--- config.mk ---
export PLATFORM = sky130hd
export DESIGN_NAME = seq_signed_divider_flat
export DESIGN_NICKNAME = d
export VERILOG_FILES = /design/src/rtl/divider_pkg.sv /design/src/rtl/seq_signed_divider_if.sv /design/src/rtl/twos_complement_abs.sv /design/src/rtl/seq_signed_divider.sv /design/src/flat_wrapper.sv
export SDC_FILE = /design/constraint.sdc
export NUM_CORES = 1
export LEC_CHECK = 0
export CAP_MARGIN = 20
export CORE_UTILIZATION = 48
export CTS_CLUSTER_DIAMETER = 30
export DETAILED_ROUTE_END_ITERATION = 12
export MAX_ROUTING_LAYER = met4
export PLACE_DENSITY = 0.7
export SYNTH_ARGS = -nofsm -noshare
export SYNTH_HDL_FRONTEND = slang
export SYNTH_SLANG_ARGS = --single-unit
--- constraint.sdc ---
create_clock -name clk -period 2.15 [get_ports clk]
set_input_delay 0.43 -clock clk [delete_from_list [all_inputs] [get_ports clk]]
set_output_delay 0.43 -clock clk [all_outputs]
set_load 0.01 [all_outputs]
--- src/rtl/divider_pkg.sv ---
// Shared types and sizing helpers for the sequential signed divider.
// The optional divide-by-zero shortcut is enabled with SEQ_DIVIDER_ZERO_CHECK_EN.
package divider_pkg;

  typedef enum logic [1:0] {
    IDLE = 2'd0,
    CALC = 2'd1,
    FIX  = 2'd2
  } div_state_t;

  localparam int DEFAULT_WIDTH = 8;

  // Step counter must be able to represent WIDTH.
  function automatic int step_cnt_width(input int width);
    return $clog2(width + 1);
  endfunction

endpackage

--- src/rtl/seq_signed_divider_if.sv ---
// Start/ready request and result bus of the sequential signed divider.
interface seq_signed_divider_if #(
  parameter int WIDTH = divider_pkg::DEFAULT_WIDTH
);

  logic             start;
  logic [WIDTH-1:0] dividend;
  logic [WIDTH-1:0] divisor;
  logic             ready;
  logic             done;
  logic [WIDTH-1:0] quotient;
  logic [WIDTH-1:0] remainder;
  logic             overflow;
  logic             div_by_zero;

  modport master (
    output start, dividend, divisor,
    input  ready, done, quotient, remainder, overflow, div_by_zero
  );

  modport slave (
    input  start, dividend, divisor,
    output ready, done, quotient, remainder, overflow, div_by_zero
  );

endinterface

--- src/rtl/twos_complement_abs.sv ---
// Conditional two's-complement negate; yields |in| when sel is the sign bit.
module twos_complement_abs #(
  parameter int WIDTH = 8
) (
  input  logic             sel,
  input  logic [WIDTH-1:0] in,
  output logic [WIDTH-1:0] out
);

  assign out = sel ? (~in + WIDTH'(1)) : in;

endmodule

--- src/rtl/seq_signed_divider.sv ---
// Iterative signed divider: one restoring step per clock on magnitudes, then sign fix-up.
// Define SEQ_DIVIDER_ZERO_CHECK_EN to short-circuit a zero divisor and raise div_by_zero.
module seq_signed_divider
  import divider_pkg::*;
#(
  parameter int WIDTH = DEFAULT_WIDTH
) (
  input logic                 clk,
  input logic                 rst,
  seq_signed_divider_if.slave bus
);

  localparam int               CNT_W    = step_cnt_width(WIDTH);
  localparam logic [CNT_W-1:0] LAST_CNT = CNT_W'(WIDTH - 1);
  localparam logic [WIDTH-1:0] MIN_VAL  = {1'b1, {(WIDTH-1){1'b0}}};

  div_state_t       state_reg;
  logic [CNT_W-1:0] cnt_reg;
  logic [WIDTH:0]   rem_reg;
  logic [WIDTH-1:0] dvd_reg;
  logic [WIDTH-1:0] dvs_reg;
  logic             q_sign_reg;
  logic             r_sign_reg;
  logic             ovf_pend_reg;

  logic             done_reg;
  logic [WIDTH-1:0] quotient_reg;
  logic [WIDTH-1:0] remainder_reg;
  logic             overflow_reg;

  logic [WIDTH-1:0] op_raw [2];
  logic [WIDTH-1:0] op_mag [2];
  logic [WIDTH-1:0] q_fixed;
  logic [WIDTH-1:0] r_fixed;
  logic [WIDTH+1:0] shifted;
  logic [WIDTH+1:0] diff;

  assign op_raw[0] = bus.dividend;
  assign op_raw[1] = bus.divisor;

  for (genvar gi = 0; gi < 2; gi++) begin : g_op_abs
    twos_complement_abs #(.WIDTH(WIDTH)) u_abs (
      .sel (op_raw[gi][WIDTH-1]),
      .in  (op_raw[gi]),
      .out (op_mag[gi])
    );
  end

  twos_complement_abs #(.WIDTH(WIDTH)) u_q_fix (
    .sel (q_sign_reg),
    .in  (dvd_reg),
    .out (q_fixed)
  );

  twos_complement_abs #(.WIDTH(WIDTH)) u_r_fix (
    .sel (r_sign_reg),
    .in  (rem_reg[WIDTH-1:0]),
    .out (r_fixed)
  );

  // The dividend register doubles as the quotient: its MSB shifts into the
  // partial remainder while the new quotient bit enters at the LSB.
  assign shifted = {rem_reg, dvd_reg[WIDTH-1]};
  assign diff    = shifted - {2'b00, dvs_reg};

`ifdef SEQ_DIVIDER_ZERO_CHECK_EN
  logic dbz_pend_reg;
  logic div_by_zero_reg;
  assign bus.div_by_zero = div_by_zero_reg;
`else
  assign bus.div_by_zero = 1'b0;
`endif

  assign bus.ready     = (state_reg == IDLE);
  assign bus.done      = done_reg;
  assign bus.quotient  = quotient_reg;
  assign bus.remainder = remainder_reg;
  assign bus.overflow  = overflow_reg;

  always_ff @(posedge clk or posedge rst) begin
    if (rst) begin
      state_reg       <= IDLE;
      cnt_reg         <= '0;
      rem_reg         <= '0;
      dvd_reg         <= '0;
      dvs_reg         <= '0;
      q_sign_reg      <= 1'b0;
      r_sign_reg      <= 1'b0;
      ovf_pend_reg    <= 1'b0;
      done_reg        <= 1'b0;
      quotient_reg    <= '0;
      remainder_reg   <= '0;
      overflow_reg    <= 1'b0;
`ifdef SEQ_DIVIDER_ZERO_CHECK_EN
      dbz_pend_reg    <= 1'b0;
      div_by_zero_reg <= 1'b0;
`endif
    end else begin
      done_reg <= 1'b0;
      case (state_reg)
        IDLE: begin
          if (bus.start) begin
            q_sign_reg   <= bus.dividend[WIDTH-1] ^ bus.divisor[WIDTH-1];
            r_sign_reg   <= bus.dividend[WIDTH-1];
            rem_reg      <= '0;
            dvd_reg      <= op_mag[0];
            dvs_reg      <= op_mag[1];
            cnt_reg      <= '0;
            ovf_pend_reg <= (bus.dividend == MIN_VAL) && (bus.divisor == '1);
            state_reg    <= CALC;
`ifdef SEQ_DIVIDER_ZERO_CHECK_EN
            dbz_pend_reg <= (bus.divisor == '0);
            // Preload FIX so it emits all-ones quotient and the dividend as remainder.
            if (bus.divisor == '0) begin
              q_sign_reg <= 1'b0;
              rem_reg    <= {1'b0, op_mag[0]};
              dvd_reg    <= '1;
              state_reg  <= FIX;
            end
`endif
          end
        end
        CALC: begin
          if (!diff[WIDTH+1]) begin
            rem_reg <= diff[WIDTH:0];
            dvd_reg <= {dvd_reg[WIDTH-2:0], 1'b1};
          end else begin
            rem_reg <= shifted[WIDTH:0];
            dvd_reg <= {dvd_reg[WIDTH-2:0], 1'b0};
          end
          cnt_reg <= cnt_reg + CNT_W'(1);
          if (cnt_reg == LAST_CNT) begin
            state_reg <= FIX;
          end
        end
        FIX: begin
          quotient_reg    <= q_fixed;
          remainder_reg   <= r_fixed;
          overflow_reg    <= ovf_pend_reg;
`ifdef SEQ_DIVIDER_ZERO_CHECK_EN
          div_by_zero_reg <= dbz_pend_reg;
`endif
          done_reg        <= 1'b1;
          state_reg       <= IDLE;
        end
        default: state_reg <= IDLE;
      endcase
    end
  end

endmodule

--- src/flat_wrapper.sv ---
// flat-port wrapper written by rule: the top's interface ports become plain ports
module seq_signed_divider_flat import divider_pkg::*;
#(
  parameter int WIDTH = DEFAULT_WIDTH
)
  (clk, rst, bus_start, bus_dividend, bus_divisor, bus_ready, bus_done, bus_quotient, bus_remainder, bus_overflow, bus_div_by_zero);
  seq_signed_divider_if #(.WIDTH(WIDTH)) bus_i ();
  input logic clk;
  input logic rst;
  input wire logic [$bits(bus_i.start)-1:0] bus_start;
  input wire logic [$bits(bus_i.dividend)-1:0] bus_dividend;
  input wire logic [$bits(bus_i.divisor)-1:0] bus_divisor;
  output wire logic [$bits(bus_i.ready)-1:0] bus_ready;
  output wire logic [$bits(bus_i.done)-1:0] bus_done;
  output wire logic [$bits(bus_i.quotient)-1:0] bus_quotient;
  output wire logic [$bits(bus_i.remainder)-1:0] bus_remainder;
  output wire logic [$bits(bus_i.overflow)-1:0] bus_overflow;
  output wire logic [$bits(bus_i.div_by_zero)-1:0] bus_div_by_zero;
  assign bus_i.start = bus_start;
  assign bus_i.dividend = bus_dividend;
  assign bus_i.divisor = bus_divisor;
  assign bus_ready = bus_i.ready;
  assign bus_done = bus_i.done;
  assign bus_quotient = bus_i.quotient;
  assign bus_remainder = bus_i.remainder;
  assign bus_overflow = bus_i.overflow;
  assign bus_div_by_zero = bus_i.div_by_zero;
  seq_signed_divider #(.WIDTH(WIDTH)) u_core (.clk(clk), .rst(rst), .bus(bus_i));
endmodule
---- Word-level counts from Yosys, hierarchy flattened ----
Index checks and enable logic that the tools add are counted.
W data, S select, Z words.
operators by class
  eq/ne operators ......................... 7
  mux-type cells .......................... 16
  shift operators ......................... 0
  magnitude comparators ................... 0
  reduce and logical (&&, ||, !) cells .... 6
  div/mod/pow operators ................... 0
  bitwise logic cells ..................... 5
  $mul .................................... 0
  add/subtract/negate cells ............... 6
operators by type and width
  operator               count
  $mux W8                5
  $add A8 B1 Y8 const B  4
  $not A8 Y8             4
  $mux W9                2
  $pmux W9 S2            1
  $eq A8 B8 Y1 const B   2
  $pmux W8 S2            1
  $sub A10 B8 Y10        1
  $pmux W4 S2            1
  $reduce_and A2 Y1      3
  $add A4 B1 Y4 const B  1
  $eq A4 B3 Y1 const B   1
  $mux W2                2
  $mux W4                1
  $pmux W2 S2            1
  $eq A2 B1 Y1 const B   1
  $eq A2 B2 Y1 const B   1
  $logic_not A2 Y1       1
  $mux W1                2
  $ne A2 B1 Y1 const B   1
  $ne A2 B2 Y1 const B   1
  $reduce_bool A2 Y1     1
  $logic_and A1 B1 Y1    1
  $xor A1 B1 Y1          1
word-level totals
  bits of input ports ..................... 19
  memories ................................ 0
  logic and storage cells ................. 52
  bits in writable memories ............... 0
  latch bits .............................. 0
  memory bits (read-only) ................. 0
  bits in registers ....................... 52
  output and inout port bits .............. 20

---- Longest topological paths before layout ----
  word-level depth ........................ 5
  depth in mapped cells ................... 10
  mapped depth without buffers ............ 10

---- By module ----
From an unflattened synthesis, not the netlist that was laid out.
second synthesis, totals
  cell total of the unflattened synthesis .. 332
  area, all modules ....................... 3248.1 um^2
modules (own cells, without submodules)
  module               cells each  area each (um^2)  seq. area each (um^2)  instances
  seq_signed_divider   248         2562.5            1301.2                 1
  twos_complement_abs  21          171.4             0.0                    4

---- Worst setup path before layout ----
Ideal clock, no wire load.
  path kind ............................... register to register
  from .................................... register u_core.rem_reg[0]
  to ...................................... register u_core.rem_reg[2]
  arrival ................................. 2.067 ns
  cell stages (with the launch flop) ...... 9
  period minus slack after synthesis ...... 2.202 ns
  path slack .............................. -0.052 ns
  setup time .............................. 0.135 ns
  required time ........................... 2.015 ns
  cells stage by stage .................... dfrtp_1 -> ha_1 -> nor2b_1 -> o2111a_1 -> o31a_1 -> or3_1 -> buf_2 -> a21oi_1 -> o31ai_1
between the ends
  longest elaborated chain between the ends .. 3
RTL lines
  element                 RTL line                   source
  from (decl)             seq_signed_divider.sv:19   logic [WIDTH:0] rem_reg;
  from (signal assigned)  seq_signed_divider.sv:125  rem_reg <= diff[WIDTH:0];
  from (signal assigned)  seq_signed_divider.sv:128  rem_reg <= shifted[WIDTH:0];
  $sub A10 B8 Y10         seq_signed_divider.sv:64   assign diff = shifted - {2'b00, dvs_reg};
  $mux W9                 seq_signed_divider.sv:124  if (!diff[WIDTH+1]) begin
  $pmux W9 S2             seq_signed_divider.sv:100  case (state_reg)
Every way passes these cells.
A chain may end at the register's enable or synchronous reset.

---- Final worst setup path ----
  from .................................... register u_core.dvs_reg[1]
  to ...................................... register u_core.dvd_reg[0]
between the ends
  longest elaborated chain between the ends .. 3
RTL lines
  element                 RTL line                   source
  from (decl)             seq_signed_divider.sv:21   logic [WIDTH-1:0] dvs_reg;
  from (signal assigned)  seq_signed_divider.sv:107  dvs_reg <= op_mag[1];
  $sub A10 B8 Y10         seq_signed_divider.sv:64
  $mux W1                 seq_signed_divider.sv:124
  $pmux W8 S2             seq_signed_divider.sv:100
  to (signal assigned)    seq_signed_divider.sv:106  dvd_reg <= op_mag[0];
  to (signal assigned)    seq_signed_divider.sv:126  dvd_reg <= {dvd_reg[WIDTH-2:0], 1'b1};
  to (signal assigned)    seq_signed_divider.sv:129  dvd_reg <= {dvd_reg[WIDTH-2:0], 1'b0};
  to (decl)               seq_signed_divider.sv:20   logic [WIDTH-1:0] dvd_reg;
Every way passes these cells.

==> results.md <==
- Placed cells: 480
- CTS tree: built
- Core ar.: 6060 µm²
- Tcrit/Tclk final: 1.05
- Max FFs per register: 9
- Endpoint class of the critical path: flip-flop
- Initial antenna violation count: 0
- CTS Buf Count: 5
- Longest Clk Path Bufs: 2
- Final setup vio count: 9
- N_diodes: 0
- Die width: 82.2 µm
- CTS Hold Bufs: 0
- Maximum VDD drop: 0.813 mV
- DRC: 0
- Row count: 28
- Relative slew slack: 0.379
- Critical Path RT: 2.34 ns
- Skew final: 0.00449 ns
- CP Max Fanout: 6
- H-tree levels: 2
- Clock Latency Late Sink: 0.30 ns
- Fmax: 442 MHz
- Iter 0 DRT Violations: 192
- Initial core utilization: 0.509
- Synth cell count leaders: nand2_1, dfrtp_1, o21ai_0, inv_1, xor2_1
- Met2 WL: 3.21 mm
- Worst slack, placed: -0.169 ns
- Met3 WL: 401 µm
- Top-area cell type share of the netlist area: 0.421
- Syn avg cell area: 8.75 µm²
- GPL Wtd Cong: 0.844
- NumNets Final: 452
- Vias in the first global route: 2394
- Top_reg_cell synth: dfrtp_1
- DP Wirelength: 5.15 mm
- GR Overflow Total: 0
- Final Non-Filler Cells: 492
- DR top layer: met4
- CP max-delay cell: dfrtp_1
- Final setup margin: -0.113 ns
- Synth Register Bits: 52
- Seq/Total Area, Yosys: 0.421
- Top-count cell post-synth: nand2_1
- DRT antenna net count: 0
- WL met1: 3.35 mm
- Cell count after synthesis: 353
- Largest cells by area after synthesis: dfrtp_1, nand2_1, o21ai_0
- Final count of pins violating max slew: 0
- IO Port Bufs: 37
- Final instance area: 4000 µm²
- Overall routing resource usage: 0.227
- Final Power: 6.51 mW
- Pin count of the biggest net entering global routing: 53
- Placed instance area: 3770 µm²
- Via count: 2654
- Syn_nets: 387
- RSZ-0062 raised after global routing: true
- Minimum clock period: 2.26 ns
- Synth cell types: 44
- Clk sinks: 52
- Synth Warn #: 0
- Crit path arrival time: 2.46 ns
- Total Wirelength: 7.04 mm
- Reg clk slew, reported paths: 0.09 ns
- Ys async rst share: 1.00
- Failing checks: setup timing
- Status: finished with violations
- Crit-path cells: inv_2 -> ha_4 -> nor2b_4 -> o2111a_1 -> o31a_1 -> nor3_4 -> nor2_2 -> buf_6 -> a221o_1
- Die Y: 82.2 µm
- Critical path type: flip-flop to flip-flop
- Worst-margin pin slew: 0.928 ns
- Die area: 6760 µm²
- Max-cap viol count: 0
- Final hold viol count: 0
- Power per standard cell area: 1630 nW/µm²
- Layout area overhead: 29.5%
- Ratio of cells with drive above 1 in the final layout: 0.163
- Synth area leader: dfrtp_1
- Startpoint types: flip-flop
- Hold WC Path Type: flip-flop to flip-flop
- Cell area after synthesis: 3090 µm²
- DR vias/cell: 5.39
- Root buf cell: clkbuf_8
- I/O Pins: 39
- Worst path max stage delay: 0.40 ns
- Number of synthesized flops with an enable pin: 0
- Leak: 1.81 nW
- First-pass GRT wire length: 11.0 mm
- Avg WL per Cell: 14.3 µm
- Setup TNS: -0.834 ns
- Drt pass-1 iters: 4
==> final timing paths <==
check,cells after the start,to,slack [ns],start
setup / recovery,9,u_core.dvd_reg[0]$_DFFE_PP0P_,-0.11,u_core.dvs_reg[1]$_DFFE_PP0P_
hold / removal,2,u_core.bus.remainder[7]$_DFFE_PP0P_,0.48,u_core.bus.remainder[7]$_DFFE_PP0P_
setup reg to reg,9,u_core.dvd_reg[0]$_DFFE_PP0P_,-0.11,u_core.dvs_reg[1]$_DFFE_PP0P_
hold reg to reg,2,u_core.bus.remainder[7]$_DFFE_PP0P_,0.48,u_core.bus.remainder[7]$_DFFE_PP0P_
max in group asynchronous,3,u_core.dvd_reg[6]$_DFFE_PP0P_,1.43,rst
min in group asynchronous,3,u_core.bus.quotient[4]$_DFFE_PP0P_,0.49,rst
==> critical path: cells and delay by family (launching register included) <==
family                   cells  cell delay (ns)
AO/OA/AOI/OAI                3             0.89
AND/OR/NAND/NOR              3             0.44
flip-flops                   1             0.40
buffers and inverters        2             0.21
adder cells (fa/ha/maj)      1             0.19
==> area by class of cell <==
class	count	area [µm²]
Inverter	20	75.1
Multi-Input combinational cell	261	1720
Clock buffer	5	68.8
Sequential cell	52	1300
Timing Repair Buffer	78	711
Fill cell	524	2060
Clock inverter	1	30.0
Tap cell	75	93.8
==> stage by stage <==
stage                     hold slack [ns]  utilization
after floorplan                     0.442            -
after global placement              0.459        0.622
after detailed placement            0.469        0.622
after CTS                           0.488        0.647
after global routing                0.511        0.660
final                               0.483        0.660
==> kinds of logic (layout without fill, tap and decap cells) <==
kind of cell	Yosys count	count (layout)	share of synthesized area
XOR/XNOR	28	28	0.0794
flip-flops	52	52	0.421
adder cells (fa/ha/maj)	15	15	0.0632
multiplexers	7	7	0.0231
AO/OA/AOI/OAI	81	81	0.165
buffers and inverters	40	104	0.0502
AND/OR/NAND/NOR	129	129	0.196
other	1	1	0.00121
==> what timing repair did <==
action	CTS	global route
cloned	0	0
setup buffers	2	4
pin swaps	3	15
resized for setup	7	11
endpoints found under the setup margin	10	10
==> where the power goes <==
| part | leakage, nW | total, mW | internal, mW | switching, mW |
|---|---|---|---|---|
| combinational | 1.11 | 4.04 | 2.04 | 2.00 |
| clock | 0.0501 | 0.644 | 0.335 | 0.309 |
| sequential | 0.651 | 1.82 | 1.42 | 0.405 |
| total | 1.81 | 6.51 | 3.79 | 2.72 |
==> placed cells by master, fill, tap and decap left out, types with 7 or more instances in the layout <==
master / instances
nand2_1: 61
dfrtp_1: 52
o21ai_0: 39
clkdlybuf4s50_1: 37
buf_4: 37
xor2_1: 18
inv_1: 16
nand3_1: 13
nor2_1: 12
ha_1: 12
xnor2_1: 10
nand4_1: 9
or3_1: 8
nand2b_1: 7
o31ai_1: 7
==> per-layer routing <==
layer / up-vias / track usage
met5: - / -
met4: 0 / 0.0579
met3: 9 / 0.0363
met2: 80 / 0.362
met1: 1219 / 0.303
li1: 1346 / -
Power figures use the tool's default switching activity.
